File: config.mk
export PLATFORM = sky130hd
export DESIGN_NAME = ram_dual_init
export DESIGN_NICKNAME = d
export VERILOG_FILES = /design/src/rtl/ram_dual_pkg.sv /design/src/rtl/ram_dual_init_ctrl.sv /design/src/rtl/ram_dual_init.sv
export SDC_FILE = /design/constraint.sdc
export NUM_CORES = 1
export LEC_CHECK = 0
export BUFFER_PORTS_ARGS = -buffer_cell sky130_fd_sc_hd__buf_4
export CAP_MARGIN = 10
export CORE_MARGIN = 2
export CORE_UTILIZATION = 62
export CTS_CLUSTER_DIAMETER = 100
export DETAILED_ROUTE_END_ITERATION = 12
export HOLD_SLACK_MARGIN = 0.08
export PLACE_DENSITY = 0.79
export SLEW_MARGIN = 20
export SYNTH_ARGS = -nofsm -noshare
export SYNTH_HDL_FRONTEND = slang
export SYNTH_SLANG_ARGS = --single-unit
File: constraint.sdc
create_clock -name clock -period 3.5 [get_ports clock]
set_clock_uncertainty 0.2 [all_clocks]
set_input_delay 0 -clock clock [delete_from_list [all_inputs] [get_ports clock]]
set_output_delay 0 -clock clock [all_outputs]
set_load 0.01 [all_outputs]
File: src/rtl/ram_dual_pkg.sv
// Shared definitions for the self-initialising dual-port RAM: controller state
// encoding and default geometry.
package ram_dual_pkg;

  localparam int unsigned DEF_DATA_W = 8;
  localparam int unsigned DEF_ADDR_W = 6;

  typedef enum logic {
    INIT,
    READY
  } state_e;

endpackage

File: src/rtl/ram_dual_init_ctrl.sv
// Initialisation controller: after reset, sweeps init_cnt over 0..DEPTH-1
// (one address per cycle), then parks in READY. busy is high for the sweep.
module ram_dual_init_ctrl
  import ram_dual_pkg::*;
#(
  parameter int unsigned ADDR_W = DEF_ADDR_W,
  parameter int unsigned DEPTH  = 2 ** ADDR_W
) (
  input  logic              clock_i,
  input  logic              reset_i,
  output logic              busy_o,
  output logic [ADDR_W-1:0] init_cnt_o
);

  localparam logic [ADDR_W-1:0] LastAddr = ADDR_W'(DEPTH - 1);

  state_e            state_q, state_d;
  logic [ADDR_W-1:0] cnt_q, cnt_d;

  // Next state: advance the sweep, leave INIT right after the last address.
  always_comb begin
    state_d = state_q;
    cnt_d   = cnt_q;
    case (state_q)
      INIT: begin
        cnt_d = cnt_q + ADDR_W'(1);
        if (cnt_q == LastAddr) begin
          state_d = READY;
          cnt_d   = '0;
        end
      end
      READY:   state_d = READY;
      default: state_d = INIT;
    endcase
  end

  // State register; reset always restarts the sweep from address 0.
  always_ff @(posedge clock_i or posedge reset_i) begin
    if (reset_i) begin
      state_q <= INIT;
      cnt_q   <= '0;
    end else begin
      state_q <= state_d;
      cnt_q   <= cnt_d;
    end
  end

  // Outputs derived straight from state.
  always_comb begin
    busy_o     = (state_q == INIT);
    init_cnt_o = cnt_q;
  end

endmodule

File: src/rtl/ram_dual_init.sv
// Simple dual-port RAM (one write port, one registered read port) that clears
// itself to zero after every reset. Reads see same-edge writes (write-first).
// Optional per-word even parity with error injection: RAM_DUAL_INIT_PARITY_EN.
module ram_dual_init
  import ram_dual_pkg::*;
#(
  parameter int unsigned DATA_W = DEF_DATA_W,
  parameter int unsigned ADDR_W = DEF_ADDR_W,
  parameter int unsigned DEPTH  = 2 ** ADDR_W
) (
  input  logic              clock,
  input  logic              reset,
  input  logic [DATA_W-1:0] data,
  input  logic [ADDR_W-1:0] write_addr,
  input  logic              we,
  input  logic [ADDR_W-1:0] read_addr,
  input  logic              re,
  output logic [DATA_W-1:0] q,
  output logic              q_valid,
  output logic              busy
`ifdef RAM_DUAL_INIT_PARITY_EN
  ,
  input  logic              inj_err,
  output logic              parity_err
`endif
);

  // One extra bit so DEPTH == 2**ADDR_W is representable.
  localparam logic [ADDR_W:0] DepthL = (ADDR_W + 1)'(DEPTH);

  logic [ADDR_W-1:0] init_cnt;
  logic              wr_in_range, rd_in_range, wr_hit, rd_en;
  logic              mem_we;
  logic [ADDR_W-1:0] mem_waddr;
  logic [DATA_W-1:0] mem_wdata;
  logic [DATA_W-1:0] q_q, q_d;
  logic              q_valid_q, q_valid_d;
  logic [DATA_W-1:0] mem [DEPTH];

`ifdef RAM_DUAL_INIT_PARITY_EN
  logic mem_wpar, rd_par;
  logic parity_err_q, parity_err_d;
  logic mem_par [DEPTH];
`endif

  ram_dual_init_ctrl #(
    .ADDR_W (ADDR_W),
    .DEPTH  (DEPTH)
  ) u_ctrl (
    .clock_i    (clock),
    .reset_i    (reset),
    .busy_o     (busy),
    .init_cnt_o (init_cnt)
  );

  // Write port mux: the init sweep owns the array while busy.
  always_comb begin
    wr_in_range = ({1'b0, write_addr} < DepthL);
    mem_we      = 1'b0;
    mem_waddr   = write_addr;
    mem_wdata   = data;
`ifdef RAM_DUAL_INIT_PARITY_EN
    mem_wpar    = (^data) ^ inj_err;
`endif
    if (busy) begin
      mem_we    = 1'b1;
      mem_waddr = init_cnt;
      mem_wdata = '0;
`ifdef RAM_DUAL_INIT_PARITY_EN
      mem_wpar  = 1'b0;
`endif
    end else if (we && wr_in_range) begin
      mem_we = 1'b1;
    end
  end

  // Storage array; deliberately not reset, the sweep clears it.
  always_ff @(posedge clock) begin
    if (mem_we) begin
      mem[mem_waddr] <= mem_wdata;
`ifdef RAM_DUAL_INIT_PARITY_EN
      mem_par[mem_waddr] <= mem_wpar;
`endif
    end
  end

  // Read path: range check, write-first bypass, next value of the output reg.
  always_comb begin
    rd_en       = re && !busy;
    rd_in_range = ({1'b0, read_addr} < DepthL);
    wr_hit      = we && wr_in_range && (write_addr == read_addr);
    q_d         = q_q;
    q_valid_d   = 1'b0;
`ifdef RAM_DUAL_INIT_PARITY_EN
    rd_par       = 1'b0;
    parity_err_d = 1'b0;
`endif
    if (rd_en) begin
      q_valid_d = 1'b1;
      if (!rd_in_range) begin
        q_d = '0;
      end else if (wr_hit) begin
        q_d = data;
`ifdef RAM_DUAL_INIT_PARITY_EN
        rd_par = mem_wpar;
`endif
      end else begin
        q_d = mem[read_addr];
`ifdef RAM_DUAL_INIT_PARITY_EN
        rd_par = mem_par[read_addr];
`endif
      end
`ifdef RAM_DUAL_INIT_PARITY_EN
      parity_err_d = rd_in_range && ((^q_d) != rd_par);
`endif
    end
  end

  // Output registers.
  always_ff @(posedge clock or posedge reset) begin
    if (reset) begin
      q_q       <= '0;
      q_valid_q <= 1'b0;
`ifdef RAM_DUAL_INIT_PARITY_EN
      parity_err_q <= 1'b0;
`endif
    end else begin
      q_q       <= q_d;
      q_valid_q <= q_valid_d;
`ifdef RAM_DUAL_INIT_PARITY_EN
      parity_err_q <= parity_err_d;
`endif
    end
  end

  assign q       = q_q;
  assign q_valid = q_valid_q;
`ifdef RAM_DUAL_INIT_PARITY_EN
  assign parity_err = parity_err_q;
`endif

endmodule

==> results of run 1 <==
critical path, stage by stage (launching register included):
cell and delay, ns:
dfrtp_1 0.70, buf_4 0.38, mux2i_1 0.26, xnor2_1 0.08, nor3_1 0.22, nand3_1 0.36
o21ai_0 0.31, o21ai_1 0.08, dlygate4sd3_1 0.56
flip-flops by register name, indices dropped and copies added (netlist names):
name	cells
mem	512
q	8
u_ctrl.init_cnt_o	6
q_valid	1
u_ctrl.state_q	1
cell usage in the layout, fill, tap and decap left out, drive strengths merged, types with 2 or more instances in the layout:
master,n
buf,118
xor2,2
mux2,20
inv,6
o32ai,2
o31ai,4
o21ai,22
clkinvlp,2
mux4,124
a22o,9
nor2,69
o221ai,6
nand2b,5
nor3,8
nand3,8
xnor2,7
nand2,53
a22oi,31
and2,11
clkinv,20
clkbuf,66
or3,2
a221oi,8
nor2b,6
o22ai,5
dlygate4sd3,32
a21oi,21
edfxtp,512
bufinv,5
dfrtp,16
a2bb2oi,2
mux2i,17
power by group:
part	total [mW]	leakage [nW]	switching (mW)	internal (mW)
sequential	6.82	3.77	0	6.82
combinational	0.363	2.03	0.214	0.150
clock	5.34	0.777	2.27	3.07
routing by layer:
| layer | wire length (um) | vias to the layer above |
|---|---|---|
| met2 | 23200 | 653 |
| met4 | 2000 | 2 |
| met5 | 7 | - |
| met1 | 18300 | 5734 |
| li1 | - | 4589 |
| met3 | 4440 | 118 |
through the flow:
| stage | area [um2] | setup WS [ns] | util (%) | hold WS (ns) | instances |
|---|---|---|---|---|---|
| after global routing | 24100 | 0.0525 | 72.2 | 0.177 | 1679 |
| final | 24100 | 0.216 | 72.2 | 0.123 | 1679 |
| after floorplan | 20900 | 0.643 | - | -0.286 | 1043 |
| after global placement | 22100 | 0.745 | 66.4 | -0.00745 | 1554 |
| after detailed placement | 22100 | 0.669 | 66.4 | -0.0103 | 1554 |
| after CTS | 24100 | 0.169 | 72.2 | 0.0811 | 1679 |
timing repair:
action                                  4_1_cts  5_1_grt
endpoints found under the setup margin        0       24
endpoints found under the hold margin       250        0
hold buffers                                 32        0
gates resized for setup                       0        3
logic make-up after synthesis:
family | Yosys count
adders and majority gates | 1
DFF | 528
buffers and inverters | 61
and+or+nand+nor | 167
AOI/OAI and AO/OA | 116
xor gates and xnor gates | 9
muxes | 161
path summary, 6_finish.rpt:
path / endpoint / start / slack, ns / cells after the start
min: q[2] / read_addr[3] / 0.12 / 5
min in group asynchronous: q[4] / reset / 0.55 / 4
max in group asynchronous: q[5] / reset / 2.02 / 4
max: q[6] / u_ctrl.state_q / 0.22 / 8
max reg2reg: q[6] / u_ctrl.state_q / 0.22 / 8
min reg2reg: u_ctrl.init_cnt_o[5] / u_ctrl.init_cnt_o[5] / 0.36 / 1
area by class of cell:
cell class / count / area [um2] / share of cell area (%)
flip-flops and latches: 528 / 15800 / 65.5
repair buffers: 150 / 1280 / 5.33
multi-input cells: 454 / 4830 / 20.0
clock inverters: 27 / 275 / 1.14
inverters: 6 / 22.5 / 0.0935
clock buffers: 66 / 1340 / 5.57
well taps: 448 / 561 / 2.33
==> metrics.md, run 1 <==
| Metric | Value |
|---|---|
| Total wire length | `47900 um` |
| Final period utilization | `between 90% and 100%` |
| Final nets | `between 1000 and 1500` |
| Diode count | `0` |
| Initial Util | `between 60 and 70%` |
| Vias per inst | `between 6 and 7` |
| HP Class | `in2reg` |
| Via count | `11100` |
| Multiplexer share of the synthesized area | `15.3%` |
| Crit path DAT | `3.54 ns` |
| Top-count cell post-synth | `edfxtp_1` |
| Fin. Hold Viols | `0` |
| CORE AREA | `approximately 33000 um2` |
| Status | `finished, final reports clean` |
| Max Cap Viol | `0` |
| Antenna violations before repair | `1` |
| Met2 Track Usage GR | `43.8%` |
| P per Cell Area | `around 520 nW/um2` |
| Clock slew seen by the registers of the worst setup and hold paths | `0.06 ns` |
| Worst VDD drop | `around 440 uV` |
| Synth Flop Type | `edfxtp_1` |
| Post-synth EDFFs | `approximately 500` |
| Initial DRC count | `1573` |
| Synthesized flop and latch total | `between 500 and 600` |
| Final min period | `3.28 ns` |
| Gate Count Post-Synth | `roughly 1000` |
| Leakage | `about 6.6 nW` |
| Synth-to-Final Area Change | `15.2%` |
| Post-Synth Simple-Gate Area | `approximately 3.5%` |
| Largest family of logic cells by synthesized area | `multiplexers` |
| GRT Total Usage | `between 20 and 30%` |
| Register area share after synthesis | `between 70% and 80%` |
| Startpoint class of the critical path | `flip-flop` |
| Largest net degree at the start of global routing | `59` |
| Busiest grt layer | `met2` |
| Met1 usage | `between 40% and 50%` |
| Synth top area cells | `edfxtp_1, mux4_2, dfrtp_1, nor2_1, a22oi_1` |
| Synth Area in XOR/XNOR | `less than 1%` |
| DP Wirelength | `29900 um` |
| Commonest cells post-synth | `edfxtp_1, mux4_2, nor2_1` |
| Yosys top cell area share | `between 70% and 80%` |
| Longest Clk Path Bufs | `3` |
| Vias in the first global route | `about 11000` |
| DIE AREA | `approximately 35000 um2` |
| Num CTS Buffers | `50` |
| Total setup buffers inserted after CTS | `0` |
| TritonRoute pass-1 iters | `8` |
| CTS root buf | `clkbuf_16` |
| Total power | `12.5 mW` |
| H-tree depth | `2` |
| CP Data Required Time | `between 3 and 4 ns` |
| Global-route wire length before repair | `just over 70000 um` |
| CP Capture Type | `flip-flop` |
| Clock latency on the worst-skew pair | `0.58 ns` |
| Die height | `188 um` |
| Avg Cell Area, Syn | `~20 um2` |
| Clock net sink count | `between 500 and 600` |
| # fillers | `1935` |
| Yosys top cell by area | `edfxtp_1` |
| Yosys cell types | `49` |
| Share of cells above drive strength 1 | `between 20 and 30%` |
| Syn nets | `~1100` |
| # rows | `between 60 and 70` |
| TritonCTS clock tree | `yes` |
| Grt met3 use | `~4.5%` |
| Synth Area in Compound Gates | `roughly 3.8%` |
| Relative slew slack | `27.6%` |
| Max Slew Vio Count | `0` |
| Synth warn | `0` |
| Die W | `188 um` |
| Setup_tns | `0 ns` |
| Fmax | `304 MHz` |
| Adder-cell share of the synthesized area | `less than 1%` |
| Worst-Margin Slew | `about 1.1 ns` |
| Drt drc | `0` |
| # IOs | `34` |
| Final ANT Viol Nets | `0` |
| Synth async-reset ratio | `under 10%` |
| Final Setup Violations | `0` |
| RSZ-0062 raised after global routing | `no` |
| GR Overflow Total | `0` |
| Buffers on Ports | `33` |
| Routed wire length per instance | `28.6 um` |
| Setup CP Type | `reg2reg` |
| Mapped cell area | `roughly 21000 um2` |
| GP Congestion | `slightly above 0.9` |
| Max Fanout on Critical Path | `25` |
Note: power is estimated with default switching activity, not from simulation.
==> run 2: changes to the inputs <==
- ABC_AREA: not set -> 1
- CORE_UTILIZATION: 62 -> 63
- PLACE_DENSITY: 0.79 -> 0.8
==> run 2 against run 1 <==
Count of clock-buffer cells in the layout decreased by 13. Combinational power increased by 94%. Routed wire length increased by 16%. Via count increased by 41%. Sequential cell count unchanged. Non-clock buffer count decreased by 12. Largest cell class unchanged. Utilization increased by 0.34 points. Critical path type unchanged. Synthesized cell count increased by 86%.
==> metrics.md, run 2 <==
| Metric | Value |
|---|---|
| Buffers on Ports | `33 (unchanged)` |
| Num CTS Buffers | `50 (unchanged)` |
| Commonest cells post-synth | `nand2_1, edfxtp_1, nand3_1 (was edfxtp_1, mux4_2, nor2_1)` |
| Longest Clk Path Bufs | `3 (unchanged)` |
| Fmax | `303 MHz (was 304 MHz)` |
| R2R Path End | `q[4] (was q[6])` |
| Max Fanout on Critical Path | `24 (was 25)` |
| Relative slew slack | `24.2% (was 27.6%)` |
| Post-synth EDFFs | `512 (unchanged)` |
| Max Slew Vio Count | `0 (unchanged)` |
| Startpoint class of the critical path | `flip-flop (unchanged)` |
| Largest family of logic cells by synthesized area | `simple AND/OR/NAND/NOR gates (was multiplexers)` |
| Adder-cell share of the synthesized area | `0.0573% (was 0.0598%)` |
| Yosys top cell by area | `edfxtp_1 (unchanged)` |
| Antenna violations before repair | `0 (was 1)` |
| Final Core Density | `72.5% (was 72.2%)` |
| Hold Crit Start | `write_addr[1] (was read_addr[3])` |
| Worst hold stages | `5 (unchanged)` |
| Synth async-reset ratio | `3.03% (unchanged)` |
| GP Congestion | `0.977 (was 0.924)` |
| Initial Util | `63.5% (was 62.7%)` |
| Register area share after synthesis | `72.2% (was 75.4%)` |
| Synthesized flop and latch total | `528 (unchanged)` |
| Yosys top cell area share | `70.4% (was 73.5%)` |
| Max Cap Viol | `0 (unchanged)` |
| Reg2reg setup slack | `0.20 ns (was 0.22 ns)` |
| Largest net degree at the start of global routing | `258 (was 59)` |
| Highest-count cells in the layout ignoring fill and taps | `nand2_1, edfxtp_1, nand3_1 (was edfxtp_1, mux4_2, buf_4)` |
| Most common cell after layout, fill and taps aside | `nand2_1 (was edfxtp_1)` |
| R2R Path Start | `u_ctrl.state_q (unchanged)` |
| Placement-stage cell area | `22900 um2 (was 22100 um2)` |
| Sequential share of power | `51.6% (was 54.5%)` |
| Worst-Margin Slew | `1.14 ns (was 1.08 ns)` |
| Crit path DAT | `3.59 ns (was 3.54 ns)` |
| Post-Synth Simple-Gate Area | `24.4% (was 3.47%)` |
| Leakage | `9.01 nW (was 6.58 nW)` |
| GRT Total Usage | `31.4% (was 27.8%)` |
| Initial DRC count | `2255 (was 1573)` |
| CTS root buf | `clkbuf_16 (unchanged)` |
| Internal power | `10.4 mW (was 10.0 mW)` |
| CP Data Required Time | `3.78 ns (was 3.75 ns)` |
| CP Capture Type | `flip-flop (unchanged)` |
| Mapped cell area | `21800 um2 (was 20900 um2)` |
| Clock slew seen by the registers of the worst setup and hold paths | `0.07 ns (was 0.06 ns)` |
| TritonRoute pass-1 iters | `7 (was 8)` |
| Share of cells above drive strength 1 | `10.3% (was 27.3%)` |
| Routed wire length per instance | `22.2 um (was 28.6 um)` |
| Synth top area cells | `edfxtp_1, nand2_1, nand3_1, dfrtp_1, clkbuf_1 (was edfxtp_1, mux4_2, dfrtp_1, nor2_1, a22oi_1)` |
| Final Setup Violations | `0 (unchanged)` |
| Vias in the first global route | `15500 (was 11200)` |
| Synth Flop Type | `edfxtp_1 (unchanged)` |
| CORE AREA | `34400 um2 (was 33400 um2)` |
| Worst Hold End | `mem[48][2] (was q[2])` |
| Total power | `13.2 mW (was 12.5 mW)` |
| P per Cell Area | `531 nW/um2 (was 520 nW/um2)` |
| Vias per inst | `6.22 (was 6.61)` |
| Synth Area in XOR/XNOR | `0.160% (was 0.377%)` |
| Avg Cell Area, Syn | `11.3 um2 (was 20.0 um2)` |
| Die W | `190 um (was 188 um)` |
| Combinational share of power | `5.3% (was 2.9%)` |
| Placed instance count | `2391 (was 1554)` |
| Synth Area in Compound Gates | `0.338% (was 3.81%)` |
| TritonCTS clock tree | `yes (unchanged)` |
| Top-count cell post-synth | `nand2_1 (was edfxtp_1)` |
| Total wire length | `55800 um (was 47900 um)` |
| Status | `finished, final reports clean (unchanged)` |
| Setup_tns | `0 ns (unchanged)` |
| Drt drc | `0 (unchanged)` |
| # rows | `68 (was 67)` |
| Clock net sink count | `528 (unchanged)` |
| Clock latency on the worst-skew pair | `0.59 ns (was 0.58 ns)` |
| Synth-to-Final Area Change | `14.2% (was 15.2%)` |
| Fin. Hold Viols | `0 (unchanged)` |
| H-tree depth | `2 (unchanged)` |
| Gate Count Post-Synth | `1941 (was 1043)` |
| Final non-filler cell total | `2514 (was 1679)` |
| Synth warn | `0 (unchanged)` |
| Sw frac | `21.3% (was 19.8%)` |
| Worst VDD drop | `450 uV (was 444 uV)` |
| Post-route cell area | `24900 um2 (was 24100 um2)` |
| GR Overflow Total | `0 (unchanged)` |
| Max FFs per register | `512 (unchanged)` |
| Clock Power Share | `43.1% (was 42.6%)` |
| Biggest register | `mem (unchanged)` |
| Final period utilization | `94.4% (was 93.8%)` |
| Final nets | `2042 (was 1215)` |
| Final ANT Viol Nets | `0 (unchanged)` |
| Diode count | `0 (unchanged)` |
| Multiplexer share of the synthesized area | `0% (was 15.3%)` |
| Setup CP Type | `reg2reg (unchanged)` |
| Final min period | `3.30 ns (was 3.28 ns)` |
| R2R depth | `12 (was 8)` |
| Syn nets | `1966 (was 1068)` |
| DP Wirelength | `31800 um (was 29900 um)` |
| Net Switching | `2.82 mW (was 2.48 mW)` |
| Yosys cell types | `24 (was 49)` |
| RSZ-0062 raised after global routing | `no (unchanged)` |
| Die height | `190 um (was 188 um)` |
| DIE AREA | `36200 um2 (was 35200 um2)` |
| HP Class | `in2reg (unchanged)` |
| Global-route wire length before repair | `85400 um (was 71200 um)` |
| # IOs | `34 (unchanged)` |
| Via count | `15600 (was 11100)` |
## run 2: cell types whose count changed in the layout (fill, tap and decap cells not counted), moves of 18 or more
cell,before,now
nand2_1,53,703
a22oi_1,31,0
nand3_1,8,449
mux4_2,122,0
a21oi_1,21,2
inv_1,5,23
## run 2: how the worst max path moves through the flow
stage               slack (ns)         end           start  depth (start not counted)
floorplan                 0.77  mem[48][0]  u_ctrl.state_q                          5
CTS                       0.18        q[2]  u_ctrl.state_q                         12
global route              0.05        q[4]  u_ctrl.state_q                         12
global placement          0.40  mem[49][4]  u_ctrl.state_q                          6
detailed placement        0.32  mem[60][4]  u_ctrl.state_q                          5
finish                    0.20        q[4]  u_ctrl.state_q                         12
## run 2: routing by layer
layer | wire length [um] | share of wire [%] | up-vias | GRT usage, %
met3 | 6080 | 11 | 249 | 6.07
met2 | 27200 | 49 | 1063 | 52.1
li1 | - | - | 6923 | -
met4 | 2740 | 4.9 | 0 | 15.8
met1 | 19700 | 35 | 7392 | 39.9
met5 | 0 | 0 | - | 0
## run 2: cell type report
cell class,instances,area (um2)
tap,455,569
sequential,528,15800
timing repair buffer,138,1240
inverter,38,153
clock buffer,53,1260
clock inverter,41,485
multi-input combinational,1261,5450
fill,2202,9440
## run 2: critical path, stage by stage, from the launching register on
cell	delay (ns)
dfrtp_2	0.62
inv_2	0.16
nand2_1	0.09
nand2_1	0.22
inv_1	0.27
o22ai_1	0.11
nor2_2	0.44
nand4_1	0.19
dlygate4sd3_1	0.63
nand2_1	0.09
inv_1	0.06
nand2_1	0.08
nand2_1	0.05
## run 2: cell families after synthesis
| logic type | Yosys count |
|---|---|
| AOI/OAI and AO/OA | 12 |
| adders and majority gates | 1 |
| xor gates and xnor gates | 4 |
| DFF | 528 |
| buffers and inverters | 152 |
| and+or+nand+nor | 1244 |
## run 2: power groups by stage
stage | logic (mW) | registers [mW] | clock network (mW)
floorplan | 0.452 | 6.96 | 0
global placement | 0.630 | 6.96 | 0
detailed placement | 0.648 | 6.96 | 0
CTS | 0.681 | 6.82 | 5.73
global route | 0.766 | 6.82 | 5.94
finish | 0.704 | 6.82 | 5.70
## run 2: what timing repair did
action | in CTS | in global routing
endpoints found under the setup margin | 0 | 8
buffers inserted | 0 | 0
resized for setup | 0 | 2
endpoints found under the hold margin | 435 | 0
hold buffers | 29 | 0
## run 2: stage by stage
| stage | worst slack, ns | hold slack [ns] |
|---|---|---|
| after floorplan | 0.766 | -0.286 |
| after global placement | 0.397 | -0.101 |
| after detailed placement | 0.324 | -0.0869 |
| after CTS | 0.181 | 0.0838 |
| after global routing | 0.0544 | 0.125 |
| final | 0.196 | 0.112 |
